File: config.mk
export PLATFORM = sky130hd
export DESIGN_NAME = arbitro_rr_canales_flat
export DESIGN_NICKNAME = d
export VERILOG_FILES = /design/src/rtl/arbitro_rr_canales_if.sv /design/src/rtl/arbitro_rr_canales.sv /design/src/flat_wrapper.sv
export SDC_FILE = /design/constraint.sdc
export NUM_CORES = 1
export LEC_CHECK = 0
export ABC_AREA = 0
export CAP_MARGIN = 0
export CORE_ASPECT_RATIO = 1.2
export CORE_MARGIN = 2
export CORE_UTILIZATION = 50
export DETAILED_ROUTE_END_ITERATION = 10
export GPL_ROUTABILITY_DRIVEN = 1
export GPL_TIMING_DRIVEN = 0
export PLACE_DENSITY = 0.69
export SLEW_MARGIN = 30
export SYNTH_ARGS = -nofsm -noshare
export SYNTH_HDL_FRONTEND = slang
export SYNTH_SLANG_ARGS = --single-unit
File: constraint.sdc
create_clock -name clk -period 6.42 [get_ports clk]
set_input_delay 0.963 -clock clk [delete_from_list [all_inputs] [get_ports clk]]
set_output_delay 0.963 -clock clk [all_outputs]
set_load 0.02 [all_outputs]
File: src/rtl/arbitro_rr_canales_if.sv
// arbitro_rr_canales_if: request/grant bundle between the requesters and the channel arbiter
interface arbitro_rr_canales_if;
   logic [7:0] req;
   logic       done;
   logic [3:0] sel;
   logic [7:0] gnt;
   logic       busy;
   logic       timeout;
   modport master (input req, done, output sel, gnt, busy, timeout);
   modport slave  (output req, done, input sel, gnt, busy, timeout);
endinterface

File: src/rtl/arbitro_rr_canales.sv
// arbitro_rr_canales: round-robin arbiter for 8 channels with bounded hold and a dead cycle between owners
module arbitro_rr_canales #(
   parameter int HOLD_MAX  = 255,
   parameter int CODE_BASE = 3
) (
   input logic clk,
   input logic rst_n,
   arbitro_rr_canales_if.master io
);
   typedef enum logic [1:0] {IDLE, GRANT, GAP} state_t;
   state_t      state;
   logic [2:0]  owner;
   logic [2:0]  ptr;
   logic [2:0]  nxt;
   logic [15:0] hold_cnt;
   logic        at_limit;
   logic        rel;
   // first requester at or after ptr; the descending loop leaves the closest one
   always_comb begin
      nxt = ptr;
      for (int j = 7; j >= 0; j--)
         if (io.req[ptr + 3'(j)]) nxt = ptr + 3'(j);
   end
   always_comb begin
      at_limit = hold_cnt == 16'(HOLD_MAX - 1);
      rel      = io.done | ~io.req[owner] | at_limit;
   end
   always_ff @(posedge clk or negedge rst_n) begin
      if (!rst_n) begin
         state      <= IDLE;
         owner      <= '0;
         ptr        <= '0;
         hold_cnt   <= '0;
         io.sel     <= '0;
         io.gnt     <= '0;
         io.busy    <= 1'b0;
         io.timeout <= 1'b0;
      end else begin
         case (state)
            IDLE: begin
               io.timeout <= 1'b0;
               if (|io.req) begin
                  state    <= GRANT;
                  owner    <= nxt;
                  hold_cnt <= '0;
                  io.sel   <= 4'(CODE_BASE) + {1'b0, nxt};
                  io.gnt   <= 8'b1 << nxt;
                  io.busy  <= 1'b1;
               end
            end
            GRANT: begin
               hold_cnt <= (hold_cnt == 16'(HOLD_MAX)) ? hold_cnt : hold_cnt + 16'd1;
               if (rel) begin
                  state      <= GAP;
                  ptr        <= owner + 3'd1;
                  io.sel     <= '0;
                  io.gnt     <= '0;
                  io.busy    <= 1'b0;
                  // a forced release only counts when the owner did not let go on its own
                  io.timeout <= ~io.done & io.req[owner];
               end
            end
            GAP: begin
               state      <= IDLE;
               io.timeout <= 1'b0;
            end
            default: state <= IDLE;
         endcase
      end
   end
endmodule
File: src/flat_wrapper.sv
// flat-port wrapper written by rule: the top's interface ports become plain ports
module arbitro_rr_canales_flat 
#(
   parameter int HOLD_MAX  = 255,
   parameter int CODE_BASE = 3
)
  (clk, rst_n, io_req, io_done, io_sel, io_gnt, io_busy, io_timeout);
  arbitro_rr_canales_if io_i ();
  input logic clk;
  input logic rst_n;
  input wire logic [$bits(io_i.req)-1:0] io_req;
  input wire logic [$bits(io_i.done)-1:0] io_done;
  output wire logic [$bits(io_i.sel)-1:0] io_sel;
  output wire logic [$bits(io_i.gnt)-1:0] io_gnt;
  output wire logic [$bits(io_i.busy)-1:0] io_busy;
  output wire logic [$bits(io_i.timeout)-1:0] io_timeout;
  assign io_i.req = io_req;
  assign io_i.done = io_done;
  assign io_sel = io_i.sel;
  assign io_gnt = io_i.gnt;
  assign io_busy = io_i.busy;
  assign io_timeout = io_i.timeout;
  arbitro_rr_canales #(.HOLD_MAX(HOLD_MAX), .CODE_BASE(CODE_BASE)) u_core (.clk(clk), .rst_n(rst_n), .io(io_i));
endmodule
Word-level counts from Yosys, hierarchy flattened
Cells that the tools add are included.

operators by class
  add/subtract/negate cells = 10
  order comparisons = 9
  equal/unequal tests = 7
  shift operators = 1
  multiplexer cells = 43
  bitwise gates (word level) = 5
  reductions and logical operators = 11

operators by type and width
  kind                                                                   number
  3-bit by 4-bit < comparator with 1-bit output (second input constant)  9
  16-bit by 8-bit == test with 1-bit output (second input constant)      2
  16-bit two-way mux                                                     2
  16-bit one-hot mux with 2 select lines                                 1
  1-bit binary-select mux with 3-bit select                              9
  3-bit two-way mux                                                      8
  16-bit by 1-bit adder with 16-bit output (second input constant)       1
  8-bit two-way mux                                                      2
  8-bit one-hot mux with 2 select lines                                  1
  3-bit adder (second input constant)                                    4
  1-bit two-way mux                                                      12
  4-bit two-way mux                                                      2
  4-bit one-hot mux with 2 select lines                                  1
  2-bit AND reduction                                                    4
  8-bit OR reduction                                                     1
  1-bit by 3-bit left shift with 8-bit output (first input constant)     1
  3-bit by 1-bit adder with 3-bit output (second input constant)         2
  3-bit by 2-bit adder with 3-bit output (second input constant)         2
  3-bit AND reduction                                                    2
  2-bit by 3-bit adder with 4-bit output (first input constant)          1
  2-bit two-way mux                                                      2
  2-bit by 1-bit != test with 1-bit output (second input constant)       2
  1-bit one-hot mux with 2 select lines                                  2
  2-bit one-hot mux with 2 select lines                                  1
  other kinds (9)                                                        12

word-level totals
  register bits = 38
  input bits = 11
  output and inout bits = 14
  word-level logic and storage cells = 94

Logic depth before layout (Yosys ltp)
Gate-level depths: netlist of run 1.

  depth in word-level cells = 14
  depth in mapped cells = 15
  mapped depth without buffers = 12

Least setup slack after synthesis of run 1
Ideal clock, no wire load.

  path type = register to register
  from = reg u_core.ptr[0]
  to = reg u_core.io.gnt[6]
  setup time = 131 ps
  arrival = 3183 ps
  data required time = 6289 ps
  setup slack = 3105 ps
  stages on the path, launching flop included = 16
  path buffers = 3
  clock period less this slack = 3315 ps
  path through = dfrtp_1 > buf_6 > buf_2 > inv_1 > ha_1 > buf_2 > mux4_2 > mux2_2 > nor4_1 > a211oi_1 > o32ai_1 > or2_1 > inv_1 > ha_1 > nand2_1 > o21ai_1

on the way
  longest elaborated chain between the ends = 14
  elaborated cells between the ends (all ways) = 34
  those cells by class = add/sub (7); shift (1); mux (26)

ends and longest elaborated chain
  item                                           line                        RTL
  start: declaration                             arbitro_rr_canales.sv:13    logic [2:0] ptr;
  start signal: assignment                       arbitro_rr_canales.sv:55    ptr <= owner + 3'd1;
  3-bit adder                                    arbitro_rr_canales.sv:22    if (io.req[ptr + 3'(j)]) nxt = ptr + 3'(j);
  1-bit binary-select mux with 3-bit select      arbitro_rr_canales.sv:22
  1-bit two-way mux (not written as such)        arbitro_rr_canales.sv:22
  3-bit two-way mux (7 in a row)                 arbitro_rr_canales.sv:22
  3-bit two-way mux *                            arbitro_rr_canales.sv:22
  via u_core.nxt[1]                              arbitro_rr_canales.sv:14    logic [2:0] nxt;
  1-bit by 3-bit left shift with 8-bit output *  arbitro_rr_canales.sv:47    io.gnt <= 8'b1 << nxt;
  8-bit two-way mux *                            arbitro_rr_canales.sv:42    if (|io.req) begin
  8-bit one-hot mux with 2 select lines *        arbitro_rr_canales.sv:39    case (state)
  end signal: assignment                         arbitro_rr_canales.sv:47
  end: declaration                               arbitro_rr_canales_if.sv:9  modport master (input req, done, output sel, gnt, busy, timeout);

Mark *: on every way through the listed nets, which the timed path passes. The rest lies on a longest branch. The select of a mux whose other input is x is not followed.
A chain may end at the register's enable or synchronous reset.

Worst setup path in the final report of run 1
  from = reg u_core.ptr[0]
  to = reg u_core.io.sel[2]

on the way
  longest elaborated chain between the ends = 14
  elaborated cells between the ends (all ways) = 34
  those cells by class = add/sub (8); mux (26)

ends and longest elaborated chain
  item                                       line                        RTL
  3-bit adder                                arbitro_rr_canales.sv:22
  1-bit binary-select mux with 3-bit select  arbitro_rr_canales.sv:22
  1-bit two-way mux (not written as such)    arbitro_rr_canales.sv:22
  3-bit two-way mux (7 in a row)             arbitro_rr_canales.sv:22
  3-bit two-way mux *                        arbitro_rr_canales.sv:22
  2-bit by 3-bit adder with 4-bit output *   arbitro_rr_canales.sv:46    io.sel <= 4'(CODE_BASE) + {1'b0, nxt};
  4-bit two-way mux *                        arbitro_rr_canales.sv:42
  4-bit one-hot mux with 2 select lines *    arbitro_rr_canales.sv:39
  end signal: assignment                     arbitro_rr_canales.sv:46
  end: declaration                           arbitro_rr_canales_if.sv:9

Every way passes the cells marked *; elsewhere a longest branch is shown, timed or not. The select of a mux whose other input is x is not followed.

==> flow_summary_export.csv, run 1 <==
group,metric,value,unit
timing,setup_tns,0,ps
routing,first_pass_iters,5,
floorplanning,start_util,51.1,%
floorplanning,core-area,0.00519,mm2
job,cap_viol_max_count,0,
final_layout,final_util,59.2,%
clock_network,clock-root-buffer,"clkbuf_8",
floorplanning,die_area,0.00590,mm2
status,status,"finished, final reports clean",
hold_path,worst_hold_path_type,"flop to flop",
clock_network,clkTransAtPathRegs,80,ps
routing,num_vias,2286,
timing,slew_headroom,55.0,%
global_routing,grt_pass1_wl,10500,um
final_layout,multi_input_area,0.00159,mm2
final_layout,seq_area,951,um2
routing,routed_wl,6160,um
final_layout,diodes,0,
synthesis,post-synth-top-area-cell,"dfrtp_1",
timing,skew,4.67,ps
worst_setup_path,cpMaxStageDelayCell,"mux4_2",
worst_setup_path,crit_required,6590,ps
placement,pre_cts_ws,2490,ps
worst_setup_path,path_cells,"buf_6 -> buf_2 -> inv_1 -> ha_1 -> buf_2 -> mux4_2 -> mux2i_1 -> o21ai_1 -> a211oi_1 -> o32ai_1 -> or2_1 -> ha_1 -> xnor2_1 -> o21ai_1",
worst_setup_path,crit_family,"multiplexers",
placement,dpl.hpwl,4420,um
clock_network,htreeDepth,2,
timing,slew_violations,0,
timing,worstMarginPinSlew,668,ps
synthesis,synthTopCellsByArea,"dfrtp_1 36%, mux4_2 8.5%, nand2_1 5.0%, xor2_1 5.0%, ha_1 4.7%",
timing,fmax,265,MHz
worst_setup_path,worst-path-stages,14,
final_layout,fill_cells,464,
final_layout,syn2layout_area_growth,16.0,%
synthesis,synth_cell_type_count,53,
worst_setup_path,cp_data_arrival_time,3940,ps
placement,gp_congestion,0.860,
power_and_ir_drop,p_per_area,564,mW/mm2
final_layout,mostFrequentLayoutCell,"dfrtp_1",
final_layout,drive_gt1_share,12.3,%
power_and_ir_drop,ir_drop,0.390,mV
synthesis,synth_ff_type,"dfrtp_1",
synthesis,synth-edff-count,0,
synthesis,ys_seq_area_share,35.9,%
global_routing,antenna_found_initial,0,
final_layout,final_nets,337,
worst_setup_path,crit_type,"flop to flop",
timing,fin_crit_sh,58.8,%
floorplanning,die_h,83.8,um
timing,setup_viol,0,
hold_path,worstHoldPathCells,2,
global_routing,track_usage,22.2,%
final_layout,final_cell_mix,"38 x dfrtp_1, 35 x nand2_1, 23 x clkdlybuf4s50_1",
synthesis,ys_warn_count,0,
clock_network,cts_inserted_buffers,5,
worst_setup_path,end_kind,"flop",
floorplanning,die_w,70.5,um
global_routing,grt_max_degree,30,
routing,ant_nets,0,
synthesis,syn_inst,284,
floorplanning,rows,29,
clock_network,cts_resized,0,
worst_setup_path,cp_max_fo,10,
routing,dr.first_iter.drc_count,200,
clock_network,insertion_delay,300,ps
worst_setup_path,critPathMaxStageDelay,630,ps
placement,io_buffers,24,
worst_setup_path,reg2reg_depth,14,
global_routing,grt_pass1_vias,2211,
timing,rsz0062_at_grt,"no",
synthesis,syn-num-nets,305,
floorplanning,pin_count,25,
clock_network,cts_hold_buf,0,
synthesis,async_flop_share,100,%
clock_network,clockBufferDepth,2,
synthesis,syn-cell-area,0.00265,mm2
timing,fin_ws,2640,ps
synthesis,netlist.area_leader.share,35.9,%
clock_network,cts_tree,"yes",
worst_setup_path,critPathBufInv,4,
worst_setup_path,startpoint_type,"flop",
timing,period_needed,3780,ps
global_routing,grt-ovfl-total,0,
routing,wire_per_inst,16.2,um
power_and_ir_drop,p_leak,1.32,nW
timing,finalHoldViolCount,0,
clock_network,cts_sinks,38,
clock_network,post_cts_buffers,0,
routing,drc,0,
synthesis,synth_seq_cells,38,
synthesis,syn-mean-instance-area,9.33,um2
routing,viasPerCell,6.03,
-- metrics by stage --
stage               hold WS (ps)  instance area (um2)  power [W]  std cells
detailed placement           472                 2980    0.00155        371
CTS                          498                 3070    0.00173        379
global placement             466                 2970    0.00154        370
floorplan                    504                 2650    0.00127        284
global route                 529                 3070    0.00189        379
finish                       492                 3070    0.00173        379
-- worst min-delay path, cell delays in order (launching register included) --
cell and delay (ps):
dfrtp_1 350, nand2_1 50, nand2_1 60
-- registers in the layout, indices dropped and copies added (netlist names) --
register	count
u_core.io.busy	1
u_core.io.timeout	1
u_core.owner	3
u_core.hold_cnt	16
u_core.io.gnt	8
u_core.state	2
u_core.io.sel	4
u_core.ptr	3
-- cell type report --
| type | count | share of cell area, % |
|---|---|---|
| Multi-Input combinational cell | 220 | 51.7 |
| Sequential cell | 38 | 30.9 |
| Timing Repair Buffer | 25 | 8.30 |
| Clock buffer | 7 | 2.81 |
| Tap cell | 62 | 2.52 |
| Buffer | 12 | 1.87 |
| Inverter | 14 | 1.71 |
| Clock inverter | 1 | 0.163 |
-- cells in the mapped netlist, drive strengths merged (2+ instances only) --
cell and number:
nand2b 2, a211o 2, dfrtp 38, and3 2
o21ai 21, nand2 35, nand4 4, a311oi 2
xor2 15, o211ai 3, buf 6, nand3 21
nor3 5, xnor2 2, nor4 8, clkbuf 6
mux4 10, or3 2, a22o 2, mux2 7
nor2 20, inv 14, o31ai 3, or2 3
ha 10, a21oi 12, mux2i 10, a211oi 2
-- worst paths after layout --
kind,startpoint,to,slack [ps]
min in group asynchronous,rst_n,u_core.hold_cnt[4],520
min,u_core.io.busy,u_core.io.busy,490
max reg2reg,u_core.ptr[0],u_core.io.sel[2],2640
min reg2reg,u_core.io.busy,u_core.io.busy,490
max,u_core.ptr[0],u_core.io.sel[2],2640
max in group asynchronous,rst_n,u_core.state[0],5460
-- power by group --
part           switching [W]  internal [W]  leakage (nW)
combinational       0.000715      0.000496         0.771
sequential         0.0000471      0.000303         0.501
clock              0.0000854     0.0000867        0.0482
-- cells by family (layout without fill, tap and decap cells) --
kind of cell	after synthesis	count (layout)	share of synthesized area (%)
simple gates	108	108	19.7
compound gates	58	58	14.5
flops	38	38	35.9
mux	27	27	15.4
buf+inv	26	59	4.15
xor+xnor	17	17	5.62
fa+ha+maj	10	10	4.72
-- metal layers --
metal | share of wire, % | vias up | routed length (um) | track usage (%)
li1 | - | 1102 | - | -
met1 | 43 | 1103 | 2670 | 30.8
met2 | 49 | 65 | 3030 | 34.7
met3 | 4.8 | 16 | 295 | 3.99
met4 | 2.5 | 0 | 154 | 8.39
met5 | 0 | - | 0 | 0
Power figures use the tool's default switching activity.
==> inputs of run 2 (changes only) <==
PLACE_DENSITY = 0.72   (was 0.69)
clock period = 3.16 ns   (was 6.42 ns; I/O delays follow)
==> flow_summary_export.csv, run 2 (synthesis results as in run 1) <==
group,metric,value,unit
clock_network,cts_tree,"yes",
global_routing,grt_pass1_wl,11100,um
clock_network,clock-root-buffer,"clkbuf_8",
clock_network,clockBufferDepth,2,
clock_network,cts_hold_buf,0,
routing,viasPerCell,6.07,
floorplanning,die_area,0.00590,mm2
global_routing,grt_max_degree,29,
final_layout,final_cell_mix,"38 x dfrtp_1, 33 x nand2_1, 23 x clkdlybuf4s50_1",
floorplanning,start_util,51.1,%
timing,skew,8.04,ps
placement,gp_congestion,0.846,
worst_setup_path,critPathMaxStageDelay,590,ps
timing,fin_ws,74.9,ps
global_routing,grt_pass1_vias,2325,
worst_setup_path,cpMaxStageDelayCell,"mux4_2",
timing,slew_headroom,56.7,%
worst_setup_path,reg2reg_slack,100,ps
global_routing,track_usage,23.2,%
clock_network,cts_inserted_buffers,5,
worst_setup_path,startpoint_type,"input pin",
placement,pre_cts_ws,-394,ps
routing,dr.first_iter.drc_count,195,
final_layout,mostFrequentLayoutCell,"dfrtp_1",
timing,finalHoldViolCount,0,
clock_network,insertion_delay,290,ps
worst_setup_path,path_cells,"clkdlybuf4s50_1 -> mux4_2 -> mux2_2 -> nand2_1 -> o21ai_1 -> or4_4 -> and2_4 -> ha_4 -> xnor2_2 -> o21ai_1",
timing,setup_viol,0,
final_layout,drive_gt1_share,25.2,%
routing,wire_per_inst,16.9,um
final_layout,largestRegisters,"u_core.hold_cnt: 16 flops, u_core.io.gnt: 8 flops, u_core.io.sel: 4 flops",
placement,io_buffers,24,
routing,routed_wl,6680,um
placement,place_area,0.00299,mm2
floorplanning,die_h,83.8,um
hold_path,worst_hold_path_type,"input pin to async pin",
worst_setup_path,cp_data_arrival_time,3300,ps
timing,slew_violations,0,
worst_setup_path,crit_required,3380,ps
floorplanning,core-area,0.00519,mm2
worst_setup_path,critPathMostFrequentCell,"o21ai_1",
timing,fin_crit_sh,97.6,%
worst_setup_path,reg2reg_from,"u_core.ptr[0]",
floorplanning,die_w,70.5,um
routing,ant_nets,0,
final_layout,top_register,"u_core.hold_cnt",
status,status,"finished, final reports clean",
timing,fmax,324,MHz
worst_setup_path,reg2reg_depth,11,
routing,num_vias,2396,
global_routing,antenna_found_initial,0,
clock_network,clkTransAtPathRegs,70,ps
final_layout,largest_reg_flops,16,
worst_setup_path,critPathBufInv,1,
timing,worstMarginPinSlew,644,ps
timing,period_needed,3090,ps
worst_setup_path,crit_type,"input pin to flop",
worst_setup_path,worst-path-stages,10,
final_layout,syn2layout_area_growth,28.9,%
final_layout,final_area,0.00342,mm2
placement,dpl.hpwl,4390,um
worst_setup_path,r2r_end,"u_core.io.sel[2]",
global_routing,grt-ovfl-total,0,
clock_network,cts_sinks,38,
worst_setup_path,cp_max_fo,8,
routing,first_pass_iters,4,
floorplanning,pin_count,25,
worst_setup_path,end_kind,"flop",
routing,drc,0,
final_layout,final_nets,353,
clock_network,htreeDepth,2,
timing,rsz0062_at_grt,"yes",
worst_setup_path,crit_family,"multiplexers",
final_layout,diodes,0,
job,cap_viol_max_count,0,
floorplanning,rows,29,
==> run 2: changes by cell type in the layout (fill, tap and decap cells not counted), moves of 3 or more <==
cell / change
buf_4: +17
ha_1: -5
ha_4: +5
buf_2: -3
buf_6: +3
inv_1: -3
==> run 2: routing by layer <==
metal	routed length (um)	vias to the layer above	part of all wire [%]	GRT usage, %
met5	0	-	0	0
met4	135	0	2.0	9.44
met3	299	14	4.5	3.74
met2	3510	76	53	38.6
met1	2740	1168	41	29.9
li1	-	1138	-	-
==> run 2: cell type report <==
| cell class | count | area [um2] |
|---|---|---|
| Fill cell | 414 | 1770 |
| Multi-Input combinational cell | 220 | 1780 |
| Timing Repair Buffer | 44 | 405 |
| Tap cell | 62 | 77.6 |
| Clock inverter | 1 | 5.00 |
| Sequential cell | 38 | 951 |
| Inverter | 14 | 65.1 |
| Clock buffer | 7 | 86.3 |
| Buffer | 9 | 50.0 |
==> run 2: worst max-delay path by stage <==
| stage | start | to | slack [ps] |
|---|---|---|---|
| finish | io_req[1] | u_core.io.sel[2] | 70 |
| global route | io_req[1] | u_core.io.sel[1] | -50 |
| CTS | u_core.ptr[0] | u_core.io.gnt[7] | -10 |
| detailed placement | u_core.ptr[0] | u_core.io.sel[2] | -390 |
| global placement | u_core.ptr[0] | u_core.io.gnt[7] | -320 |
| floorplan | u_core.ptr[0] | u_core.io.gnt[6] | 20 |
==> run 2: through the flow <==
step	util, %	setup TNS, ps	std cells	hold WS (ps)
after detailed placement	57.7	-3650	371	369
after CTS	63.6	-24.8	391	53.9
final	65.9	0	395	51.6
after global routing	65.9	-148	395	54.3
after global placement	57.4	-2720	370	464
after floorplan	-	0	284	178
==> run 2: worst reg2reg max path, stage by stage (launching register included) <==
cell and delay (ps):
dfrtp_1 380, buf_6 140, buf_4 180, mux4_2 590, mux2_2 350, nand2_1 100, o21ai_1 80, or4_4 520
and2_4 220, ha_4 170, xnor2_2 120, o21ai_1 150
==> run 2: repair_timing <==
action                                  in CTS  in global routing
hold endpoints to repair                     0                  0
cloned                                       0                  0
pin swaps                                   12                 12
gates resized for setup                     26                 20
endpoints found under the setup margin      13                 11
setup buffers                               12                  7
Power of run 2 is not shown: default switching activity piles up to over one toggle a cycle in this logic, so the estimate is an artifact.
